**src/rtl/freq_divider_pkg.sv**
```systemverilog
// freq_divider_pkg
//   Shared types and helpers for the frequency divider slice.
//   CNT_W_DEFAULT : default counter / period width.
//   cnt_t         : counter-width vector at the package width.
//   clamp_period  : period values 0 or 1 become 2.
//   clamp_high    : high time is limited to the effective period (constant high).
//   The helpers operate at the package width. Overriding CNT_W above
//   CNT_W_DEFAULT requires raising CNT_W_DEFAULT as well.
package freq_divider_pkg;

    localparam int unsigned CNT_W_DEFAULT = 16;

    typedef logic [CNT_W_DEFAULT-1:0] cnt_t;

    function automatic cnt_t clamp_period(input cnt_t p);
        return (p < cnt_t'(2)) ? cnt_t'(2) : p;
    endfunction

    function automatic cnt_t clamp_high(input cnt_t h, input cnt_t p_eff);
        return (h > p_eff) ? p_eff : h;
    endfunction

endpackage

```
**src/rtl/freq_divider_shadow.sv**
```systemverilog
// freq_divider_shadow
//   Owns the active period/high registers, the shadow copies and the pending
//   flag. New settings are only ever applied on a period boundary.
//   Build option: FREQ_DIVIDER_DUTY_EN adds i_high; without it the high
//   time is period >> 1.
// Ports:
//   i_clk, i_rst  : clock, synchronous active-high reset
//   i_boundary    : enabled edge at terminal count (apply point)
//   i_load        : one-cycle capture request
//   i_period      : requested period
//   i_high        : requested high time (FREQ_DIVIDER_DUTY_EN only)
//   o_per_a       : active period
//   o_hi_a        : active high time
//   o_hi_next     : high time that becomes active if this edge is a boundary
module freq_divider_shadow
    import freq_divider_pkg::*;
#(
    parameter int unsigned CNT_W          = CNT_W_DEFAULT,
    parameter int unsigned DEFAULT_PERIOD = 10,
    parameter int unsigned HI_RST         = 5
) (
    input  logic             i_clk,
    input  logic             i_rst,
    input  logic             i_boundary,
    input  logic             i_load,
    input  logic [CNT_W-1:0] i_period,
`ifdef FREQ_DIVIDER_DUTY_EN
    input  logic [CNT_W-1:0] i_high,
`endif
    output logic [CNT_W-1:0] o_per_a,
    output logic [CNT_W-1:0] o_hi_a,
    output logic [CNT_W-1:0] o_hi_next
);

    logic [CNT_W-1:0] r_per_a, r_hi_a, r_per_s, r_hi_s;
    logic             r_pend;
    logic [CNT_W-1:0] w_per_in, w_hi_in, w_per_next, w_hi_next;

    assign w_per_in = CNT_W'(clamp_period(cnt_t'(i_period)));
`ifdef FREQ_DIVIDER_DUTY_EN
    assign w_hi_in  = CNT_W'(clamp_high(cnt_t'(i_high), cnt_t'(w_per_in)));
`else
    assign w_hi_in  = w_per_in >> 1;
`endif

    // A load on the boundary edge itself beats any older pending value.
    always_comb begin
        w_per_next = r_per_a;
        w_hi_next  = r_hi_a;
        if (i_load) begin
            w_per_next = w_per_in;
            w_hi_next  = w_hi_in;
        end else if (r_pend) begin
            w_per_next = r_per_s;
            w_hi_next  = r_hi_s;
        end
    end

    always_ff @(posedge i_clk) begin
        if (i_rst) begin
            r_per_a <= CNT_W'(DEFAULT_PERIOD);
            r_hi_a  <= CNT_W'(HI_RST);
            r_per_s <= '0;
            r_hi_s  <= '0;
            r_pend  <= 1'b0;
        end else if (i_boundary) begin
            r_per_a <= w_per_next;
            r_hi_a  <= w_hi_next;
            r_pend  <= 1'b0;
        end else if (i_load) begin
            r_per_s <= w_per_in;
            r_hi_s  <= w_hi_in;
            r_pend  <= 1'b1;
        end
    end

    assign o_per_a   = r_per_a;
    assign o_hi_a    = r_hi_a;
    assign o_hi_next = w_hi_next;

endmodule

```
**src/rtl/frequency_divider.sv**
```systemverilog
// frequency_divider
//   Programmable divider producing a registered square wave and a
//   start-of-period tick. Period/high changes take effect only at period
//   boundaries, so the output never shows runt pulses.
//   Build option: FREQ_DIVIDER_DUTY_EN adds the high_i port and makes the
//   high time programmable (reset value DEFAULT_HIGH); otherwise the high
//   time is period >> 1.
// Ports:
//   clk         : system clock, rising edge
//   rst         : synchronous active-high reset
//   en          : count enable; counter and output hold while low
//   load_i      : one-cycle request to capture period_i / high_i
//   period_i    : requested period in cycles (0/1 clamp to 2)
//   high_i      : requested high time (FREQ_DIVIDER_DUTY_EN only)
//   square_wave : registered divided output
//   period_tick : registered one-cycle pulse at the start of each period
module frequency_divider
    import freq_divider_pkg::*;
#(
    parameter int unsigned CNT_W          = CNT_W_DEFAULT,
    parameter int unsigned DEFAULT_PERIOD = 10,
    parameter int unsigned DEFAULT_HIGH   = 5
) (
    input  logic             clk,
    input  logic             rst,
    input  logic             en,
    input  logic             load_i,
    input  logic [CNT_W-1:0] period_i,
`ifdef FREQ_DIVIDER_DUTY_EN
    input  logic [CNT_W-1:0] high_i,
`endif
    output logic             square_wave,
    output logic             period_tick
);

`ifdef FREQ_DIVIDER_DUTY_EN
    localparam int unsigned HI_RST = (DEFAULT_HIGH > DEFAULT_PERIOD) ? DEFAULT_PERIOD : DEFAULT_HIGH;
`else
    localparam int unsigned HI_RST = DEFAULT_PERIOD >> 1;
`endif

    logic [CNT_W-1:0] r_cnt;
    logic             r_square, r_tick;
    logic [CNT_W-1:0] w_per_a, w_hi_a, w_hi_next, w_cnt_inc;
    logic             w_boundary;

    assign w_cnt_inc  = r_cnt + CNT_W'(1);
    // cnt == per_a-1 written without the subtraction.
    assign w_boundary = en && (w_cnt_inc == w_per_a);

    freq_divider_shadow #(
        .CNT_W          (CNT_W),
        .DEFAULT_PERIOD (DEFAULT_PERIOD),
        .HI_RST         (HI_RST)
    ) u_shadow (
        .i_clk      (clk),
        .i_rst      (rst),
        .i_boundary (w_boundary),
        .i_load     (load_i),
        .i_period   (period_i),
`ifdef FREQ_DIVIDER_DUTY_EN
        .i_high     (high_i),
`endif
        .o_per_a    (w_per_a),
        .o_hi_a     (w_hi_a),
        .o_hi_next  (w_hi_next)
    );

    // cnt is parked at terminal count after reset so the first enabled
    // edge starts a fresh period.
    always_ff @(posedge clk) begin
        if (rst) begin
            r_cnt    <= CNT_W'(DEFAULT_PERIOD - 1);
            r_square <= 1'b0;
            r_tick   <= 1'b0;
        end else if (en) begin
            if (w_boundary) begin
                r_cnt    <= '0;
                r_square <= (w_hi_next != '0);
                r_tick   <= 1'b1;
            end else begin
                r_cnt    <= w_cnt_inc;
                r_square <= (w_cnt_inc < w_hi_a);
                r_tick   <= 1'b0;
            end
        end else begin
            r_tick <= 1'b0;
        end
    end

    assign square_wave = r_square;
    assign period_tick = r_tick;

endmodule

```
**config.mk**
```make
export PLATFORM = sky130hd
export DESIGN_NAME = frequency_divider
export DESIGN_NICKNAME = d
export VERILOG_FILES = /design/src/rtl/freq_divider_pkg.sv /design/src/rtl/freq_divider_shadow.sv /design/src/rtl/frequency_divider.sv
export SDC_FILE = /design/constraint.sdc
export NUM_CORES = 1
export LEC_CHECK = 0
export CAP_MARGIN = 20
export CORE_MARGIN = 3
export CORE_UTILIZATION = 46
export DETAILED_ROUTE_END_ITERATION = 8
export SYNTH_ARGS = -nofsm -noshare
export SYNTH_HDL_FRONTEND = slang
export SYNTH_SLANG_ARGS = --single-unit
```
**constraint.sdc**
```tcl
create_clock -name clk -period 4.5 [get_ports clk]
set_clock_uncertainty 0.05 [all_clocks]
set_input_delay 0.675 -clock clk [delete_from_list [all_inputs] [get_ports clk]]
set_output_delay 0.675 -clock clk [all_outputs]
set_load 0.02 [all_outputs]
```
==> run summary <==
Status: finished clean
DRT iter0 DRCs: 284
Main combinational cell family by area after synthesis: simple AND/OR/NAND/NOR gates
Synthesized area: 4510 um2
Vias per std cell: 5.96
Final setup violation count: 0
IO Port Bufs: 21
Max-cap violation count: 0
Sequential power share: 35.9%
Rel. slew slack: 48.2%
Slowest cell on the critical path: nor2_2
First-pass GRT wire length: 20.0 mm
Synthesis-stage register bit count: 67
Minimum clock period: 3.52 ns
PD cells: 493 nW/um2
Power share of the clock group: 22.4%
Period utilisation layout: 78.3%
Internal power: 1.44 mW
Clock tree buffer depth: 2
Clk root buf: clkbuf_8
Clk sinks: 67
Layout cells sized above 1: 8.10%
RSZ-0062 raised after global routing: false
Core area: 9370 um2
Via count: 4154
Crit path DAT: 3.66 ns
Syn Inst Count: 572
Critical path class: reg -> reg
Critical path fanouts, max: 18
Slew Limit Fails: 0
CTS H-Tree Depth: 3
Final net count: 599
Number of synthesis warnings: 0
Post-synthesis simple-gate area fraction: 25.5%
Syn avg cell area: 7.89 um2
Number of global-route vias before repair: 3794
Asr flop ratio synth: 0%
# rows: 35
CTS buffer count: 9
Initial Util: 48.1%
CTS tree: done
Detailed Place HPWL: 8.82 mm
Mux cell area share after synthesis: 2.00%
Wirelength, routed: 12.3 mm
Net Switching: 0.990 mW
Hold Vio Cnt, Final: 0
Number of synthesized flops with an enable pin: 0
First drt pass iteration count: 5
Global route total overflow: 0
Place WS: 1.02 ns
CP peak stage delay: 0.62 ns
Setup repair bufs after CTS: 0
Count leader, synth: dfxtp_1
Die width: 105 um
Power, Total: 2.43 mW
Clk slew on worst S/H paths: 0.08 ns
Global placer's final weighted congestion: 0.876
Final core occ: 52.6%
R2R setup slack: 0.98 ns
Register area share after synthesis: 29.7%
Fmax achieved: 284 MHz
I/O pin count: 22
Antenna Cells: 0
Total Routing Usage GR: 22.5%
Synth Area in Compound Gates: 24.6%
Area Overhead vs Synth: 9.26%
Sw frac: 40.8%
Hold Path Class: reg -> reg
Die span in y: 105 um
Synth area leader: dfxtp_1
DR WL/cell: 17.7 um
Crit-path cells: ha_1 -> nand3_1 -> o21ai_0 -> o211ai_1 -> nor4bb_1 -> nand4_2 -> nor2_2 -> a41oi_1
DRC errors left: 0
Die Area: 11000 um2
Clk_lat worst skew: 0.34 ns
CP Launch Type: flip-flop
Crit path required time: 4.63 ns
Critical Path End Type: flip-flop
Filler cells: 961
Top cell type's share of synthesized area: 29.7%
Synthesized net count: 608
Antenna-violating nets left: 0
CTS resizes: 0
Initial antenna violation count: 0
Adder-Cell Fraction of Synth Area: 4.44%
Gate power share: 41.8%
Slew at the pin closest to its max-slew limit: 0.777 ns
Synth Area in XOR/XNOR: 6.18%
IR drop worst, VDD: 0.242 mV
Netlist cell types: 73
Main flop type after synthesis: dfxtp_1
CTS Hold Bufs: 0
Fin worst setup slack: 0.977 ns
Fin Setup TNS: 0 ns
Leak: 1.82 nW
Post-synth top cells: dfxtp_1 (67), nand2_1 (58), a21oi_1 (48), o21ai_0 (43)
Synth top area cells: dfxtp_1 (30%), a21oi_1 (5.3%), nand2_1 (4.8%), o21ai_0 (4.8%), ha_1 (4.4%)
Largest net degree at the start of global routing: 58
## flip-flops by register name, summed over array words and instances (netlist names)
name              count
r_cnt                16
u_shadow.o_hi_a      16
u_shadow.o_per_a     16
u_shadow.r_per_s     16
period_tick           1
square_wave           1
u_shadow.r_pend       1
## cell type report
cell class	instances	area, um2	share of cell area, %
Sequential cell	67	1340	27.2
Timing Repair Buffer	27	263	5.33
Inverter	32	120	2.44
Clock buffer	12	165	3.35
Tap cell	129	161	3.27
Clock inverter	4	47.5	0.964
Multi-Input combinational cell	426	2830	57.4
## worst paths after layout
path / from / to / cells past startpoint
worst max-delay path: r_cnt[0] / u_shadow.o_per_a[3] / 8
worst min register to register: u_shadow.r_per_s[0] / u_shadow.r_per_s[0] / 2
worst max register to register: r_cnt[0] / u_shadow.o_per_a[3] / 8
worst min-delay path: u_shadow.r_per_s[0] / u_shadow.r_per_s[0] / 2
## routing by layer
metal | routed length, um | GRT usage, % | share of wire (%) | vias to the layer above
li1 | - | - | - | 2062
met1 | 5940 | 31.8 | 48 | 1967
met2 | 5650 | 35.8 | 46 | 111
met3 | 551 | 3.40 | 4.5 | 14
met4 | 180 | 5.72 | 1.5 | 0
met5 | 0 | 0 | 0 | -
## power by group through the flow
stage               logic (mW)  registers (mW)  clock network, mW
global placement         0.998           0.880                  0
global route              1.13           0.892              0.573
finish                    1.01           0.872              0.543
floorplan                0.825           0.808                  0
CTS                       1.02           0.871              0.551
detailed placement        1.01           0.885                  0
## worst max-delay path, delay by kind of cell, from the launching register on
kind,cells,cell delay (ns)
simple gates,4,1.67
fa+ha+maj,1,0.36
flops,1,0.49
compound gates,3,0.78
## through the flow
stage,instance area (um2),hold WS (ns),cells
floorplan,4510,0.378,572
global placement,4720,0.389,681
detailed placement,4720,0.394,681
CTS,4930,0.408,697
global route,4930,0.432,697
finish,4930,0.402,697
## logic make-up (layout without fill, tap and decap cells)
family	after synthesis	count (layout)
mux	9	9
compound gates	175	175
buf+inv	79	75
simple gates	199	199
fa+ha+maj	16	16
flops	67	67
xor+xnor	27	27
## layout by cell type, fill, tap and decap left out, types with 16 or more instances in the layout
| cell type | count |
|---|---|
| dfxtp_1 | 67 |
| nand2_1 | 58 |
| a21oi_1 | 48 |
| o21ai_0 | 43 |
| nand3_1 | 31 |
| inv_1 | 31 |
| clkdlybuf4s50_1 | 20 |
| nor2_1 | 19 |
| o21ai_1 | 16 |
| ha_1 | 16 |
No activity file was read; power rests on OpenSTA's default activity.
